`src/rtl/seven_seg_scanner.sv`:
```
// seven_seg_scanner: time-multiplexed driver for a 4-digit common-anode seven-segment display.
//
// Lights one digit at a time in the order 0,1,2,3. Each digit gets a slot of SCAN_DIV
// cycles. The first DEAD_CYC cycles of every slot are dark, which prevents ghosting
// between digits. The four digit patterns are sampled once per frame, at the start of
// slot 0, so a digit never changes while a frame is being drawn.
//
// Parameters:
//   SCAN_DIV  clock cycles per digit slot (>= 2)
//   DEAD_CYC  dark cycles at the start of each slot (0 <= DEAD_CYC < SCAN_DIV)
//   SEG_OFF   segment bus value driven while no digit is lit
//
// Ports:
//   ck_i      system clock
//   rst_i     synchronous active-high reset
//   dig0_i    segment pattern for digit 0 (rightmost), polarity passed through
//   dig1_i    segment pattern for digit 1
//   dig2_i    segment pattern for digit 2
//   dig3_i    segment pattern for digit 3
//   blank_i   forces the display dark while high; scan timing keeps running
//   bright_i  brightness level 0..3 (only with SEVEN_SEG_SCANNER_DIM_EN)
//   seg_o     shared segment bus, registered
//   an_o      active-low anode enables, registered; bit k enables digit k
//
// Build option: define SEVEN_SEG_SCANNER_DIM_EN to add bright_i. The lit part of each
// slot is then shortened to ((SCAN_DIV-DEAD_CYC)*(br+1))>>2 cycles, where br is the
// brightness level sampled at the frame snapshot.
module seven_seg_scanner #(
    parameter int         SCAN_DIV = 50000,
    parameter int         DEAD_CYC = 500,
    parameter logic [6:0] SEG_OFF  = 7'h7F
) (
    input  logic       ck_i,
    input  logic       rst_i,
    input  logic [6:0] dig0_i,
    input  logic [6:0] dig1_i,
    input  logic [6:0] dig2_i,
    input  logic [6:0] dig3_i,
    input  logic       blank_i,
`ifdef SEVEN_SEG_SCANNER_DIM_EN
    input  logic [1:0] bright_i,
`endif
    output logic [6:0] seg_o,
    output logic [3:0] an_o
);

    localparam int CW  = $clog2(SCAN_DIV);
    localparam int CW1 = CW + 1;
    localparam logic [CW-1:0] C_LAST = CW'(SCAN_DIV - 1);
    localparam logic [CW-1:0] C_DEAD = CW'(DEAD_CYC);

    logic [CW-1:0] c;
    logic [1:0]    idx;
    logic [6:0]    snap [4];
    logic          frame_start;
    logic          lit;

    assign frame_start = (idx == 2'd0) && (c == '0);

`ifdef SEVEN_SEG_SCANNER_DIM_EN
    // End of the lit window (exclusive) for each brightness level. The products are
    // formed in 32-bit integer arithmetic so nothing is truncated before the shift.
    localparam int SPAN = SCAN_DIV - DEAD_CYC;
    localparam logic [CW:0] END0 = CW1'(DEAD_CYC + ((SPAN * 1) >> 2));
    localparam logic [CW:0] END1 = CW1'(DEAD_CYC + ((SPAN * 2) >> 2));
    localparam logic [CW:0] END2 = CW1'(DEAD_CYC + ((SPAN * 3) >> 2));
    localparam logic [CW:0] END3 = CW1'(DEAD_CYC + ((SPAN * 4) >> 2));

    logic [1:0]  br;
    logic [CW:0] lit_end;

    always_comb begin
        lit_end = (br == 2'd0) ? END0 :
                  (br == 2'd1) ? END1 :
                  (br == 2'd2) ? END2 : END3;
        lit     = !blank_i && (c >= C_DEAD) && ({1'b0, c} < lit_end);
    end

    // Brightness is frozen per frame, alongside the digit patterns.
    always_ff @(posedge ck_i) begin
        if (rst_i)
            br <= 2'd3;
        else if (frame_start)
            br <= bright_i;
    end
`else
    always_comb lit = !blank_i && (c >= C_DEAD);
`endif

    // Prescaler and slot index: c runs 0..SCAN_DIV-1, idx advances on each wrap.
    always_ff @(posedge ck_i) begin
        if (rst_i) begin
            c   <= '0;
            idx <= 2'd0;
        end else begin
            c   <= (c == C_LAST) ? '0 : c + 1'b1;
            idx <= (c == C_LAST) ? idx + 2'd1 : idx;
        end
    end

    // Per-frame snapshot of the digit patterns.
    always_ff @(posedge ck_i) begin
        if (rst_i)
            snap <= '{default: SEG_OFF};
        else if (frame_start)
            snap <= '{dig0_i, dig1_i, dig2_i, dig3_i};
    end

    // Registered outputs: a function of the scan state before the edge.
    always_ff @(posedge ck_i) begin
        if (rst_i) begin
            an_o  <= 4'hF;
            seg_o <= SEG_OFF;
        end else begin
            an_o  <= lit ? ~(4'b0001 << idx) : 4'hF;
            seg_o <= lit ? snap[idx] : SEG_OFF;
        end
    end

endmodule

```
`config.mk`:
```
export PLATFORM = sky130hd
export DESIGN_NAME = seven_seg_scanner
export DESIGN_NICKNAME = d
export VERILOG_FILES = /design/src/rtl/seven_seg_scanner.sv
export SDC_FILE = /design/constraint.sdc
export NUM_CORES = 1
export LEC_CHECK = 0
export ABC_AREA = 1
export ABC_CLOCK_PERIOD_IN_PS = 5100
export CORE_MARGIN = 1.5
export CORE_UTILIZATION = 30
export CTS_CLUSTER_SIZE = 25
export DETAILED_ROUTE_END_ITERATION = 16
export SLEW_MARGIN = 20
export SYNTH_ARGS = -nofsm -noshare
export SYNTH_HDL_FRONTEND = slang
export SYNTH_SLANG_ARGS = --single-unit
```
`constraint.sdc`:
```
create_clock -name ck_i -period 5.1 [get_ports ck_i]
set_input_delay 0.51 -clock ck_i [delete_from_list [all_inputs] [get_ports ck_i]]
set_output_delay 0.51 -clock ck_i [all_outputs]
set_load 0.005 [all_outputs]
```
==> flow_metrics.tcl <==
set metrics [dict create \
    drt_iter0_drc 148 \
    ys_warn_count 0 \
    fp.dieH_um 95.3 \
    final_cells 493 \
    whs_ns 0.463 \
    rsz0062_at_grt "false" \
    drive_above_1_share_pct 6.70 \
    worst_pin_slew_ns 1.00 \
    multi_input_area_um2 1220 \
    grt_pass1_vias 2081 \
    fin_crit_sh_pct 53.3 \
    r2r_cells 7 \
    io_pins 42 \
    globalRouteTotalUtil_pct 14.0 \
    postSynthAreaPerCell_um2 7.33 \
    period_needed_ns 2.72 \
    numClockSinks 57 \
    htreeDepth 3 \
    hold_buffers 0 \
    cpMaxStageDelayCell "nor2_4" \
    finish.net_count 420 \
    antenna_found_initial 0 \
    reg2reg_setup_slack_ns 2.38 \
    post_cts_resized 0 \
    syn-num-nets 386 \
    drt_pre_antenna_iters 4 \
    ys_seq_elements 57 \
    cts_tree "built" \
    relSlewSlack_pct 33.2 \
    cp-startpoint "idx[0]$_SDFFE_PP0P_" \
    met2WireLength_mm 2.40 \
    slew_viol_final 0 \
    diodes 0 \
    min_from "c[0]$_SDFF_PP0_" \
    finalSetupViolCount 0 \
    cp-end-kind "flop" \
    slowest_delay_ns 0.52 \
    dr.max_layer_used "met4" \
    power_mw 1.09 \
    path_clk_slew_ns 0.08 \
    initial_core_util_pct 31.1 \
    min_to "c[0]$_SDFF_PP0_" \
    netlist_area_um2 2560 \
    overflow 0 \
    r2r-end "snap[10]$_SDFFE_PP1P_" \
    die-area_um2 9090 \
    syn_to_final_growth_pct 25.7 \
    die_x_um 95.3 \
    dp.cells 477 \
    cts-root-buf "clkbuf_8" \
    status "finished clean" \
    cp.arrival_ns 2.91 \
    wire_per_inst_um 11.6 \
    post_cts_buffers 0 \
    fillers 871 \
    min_path_cells 1 \
    hp-class "flop to flop" \
    netlist_instances 349 \
    finalSetupTns_ns 0 \
    critPathMaxFanout 29 \
    drv_cap 0 \
    internal_power_mw 0.807 \
    gp_congestion 0.838 \
    grt_pass1_wl_mm 9.71 \
    switching_power_mw 0.280 \
    grt_max_degree 32 \
    final_common_cell "nand3_1" \
    hold_viol_final 0 \
    critical_path_class "flop to flop" \
    p_per_area_nw_per_um2 338 \
    vias 2307 \
    startpoint_type "flop" \
    clk_latency_ns 0.34 \
    regArea_um2 1140 \
    hpwl_mm 4.04 \
    seqPwrFrac_pct 45.3 \
    cts_buffers 9 \
    cp.required_ns 5.29 \
    crit_chain "inv_1, ha_1, nand3_1, nor2_4, nand2_2, nand2_1, nand3_1" \
    crit_top_cell "nand3_1" \
    ys_seq_area_share_pct 44.6 \
    finClkSkew_ns 0.00974 \
    drtAntennaViolNets 0 \
    power.leakage_nw 1.31 \
    switching_share_pct 25.7 \
    power_frac_comb_pct 10.5 \
    max_freq_ghz 0.368 \
    dr_wl_met3_um 336 \
    drt_wl_total_mm 5.70 \
    yosysUniqueCellTypes 22 \
    rows 33 \
    core-area_um2 8220 \
    met1Wirelength_mm 2.85 \
    io_buffers 41 \
    max-clock-path-buffers 2 \
    final_cell_mix "nand3_1 (78), nand2_1 (70), dfxtp_1 (57)" \
    power_frac_clock_pct 44.2 \
    r2r_start "idx[0]$_SDFFE_PP0P_" \
    vias_per_cell 4.68 \
    ir_drop_mv 0.142 \
    drcViolationCount 0 \
]
-- stage by stage --
stage                     utilization [%]  setup slack (ns)  area, um2
final                                39.1              2.38       3220
after global routing                 39.1              1.99       3220
after CTS                            39.1              1.96       3210
after detailed placement             36.3              1.97       2980
after global placement               36.3              2.11       2980
after floorplan                         -              3.41       2560
-- synthesized netlist by cell type --
cell type / count / share of area [%]
buf_2: 5 / 0.98
nand4_1: 5 / 1.2
nor2_4: 1 / 0.44
ha_1: 6 / 2.9
xor2_1: 3 / 1.0
inv_2: 1 / 0.15
xnor2_1: 2 / 0.69
inv_1: 23 / 3.4
dfxtp_1: 57 / 45
a21oi_1: 9 / 1.8
buf_6: 4 / 1.8
nand3b_1: 5 / 1.5
nand2_4: 1 / 0.44
nand2_1: 70 / 10
nor2_1: 45 / 6.6
nand2_2: 3 / 0.73
clkbuf_1: 6 / 0.88
o21ai_0: 18 / 3.5
or2_2: 1 / 0.24
nand3_1: 78 / 15
buf_4: 3 / 0.88
nor2_2: 3 / 0.73
-- power groups by stage --
stage	logic (mW)	registers (mW)	clock network, mW
2_1_floorplan	0.0797	0.496	0
3_3_place_gp	0.111	0.503	0
3_5_place_dp	0.114	0.502	0
4_1_cts	0.114	0.492	0.488
5_1_grt	0.133	0.496	0.509
6_report	0.114	0.493	0.480
-- critical path: cells and delay by family (launching register included) --
family	cells	cell delay, ns
adders and majority gates	1	0.26
buffers and inverters	1	0.44
DFF	1	0.50
and+or+nand+nor	5	1.37
-- kinds of logic after synthesis --
group,share of synthesized area [%]
flops,44.6
fa+ha+maj,2.94
compound gates,5.28
simple gates,37.4
buf+inv,8.02
xor+xnor,1.71
-- worst max path at each step --
stage                       endpoint  slack, ns  cells past startpoint
5_1_grt         snap[2]$_SDFFE_PP1P_       1.99                      7
6_report       snap[10]$_SDFFE_PP1P_       2.38                      7
3_3_place_gp   snap[27]$_SDFFE_PP1P_       2.11                      7
2_1_floorplan  snap[11]$_SDFFE_PP1P_       3.41                     10
3_5_place_dp    snap[3]$_SDFFE_PP1P_       1.97                      7
4_1_cts         snap[3]$_SDFFE_PP1P_       1.96                      7
-- flip-flops by register name, indices dropped and copies added (netlist names) --
name	flops
snap	28
c	16
seg_o	7
an_o	4
idx	2
-- layout make-up --
| type | count | area share, % |
|---|---|---|
| sequential | 57 | 35.5 |
| tap | 105 | 4.09 |
| clock buffer | 9 | 3.85 |
| multi-input combinational | 250 | 37.8 |
| inverter | 24 | 2.80 |
| timing repair buffer | 41 | 12.8 |
| clock inverter | 7 | 3.19 |
-- routing by layer --
layer	vias to the layer above	track usage [%]
li1	1209	-
met4	0	6.47
met3	9	4.23
met5	-	0
met1	1031	19.4
met2	58	19.7
Power figures use the tool's default switching activity.
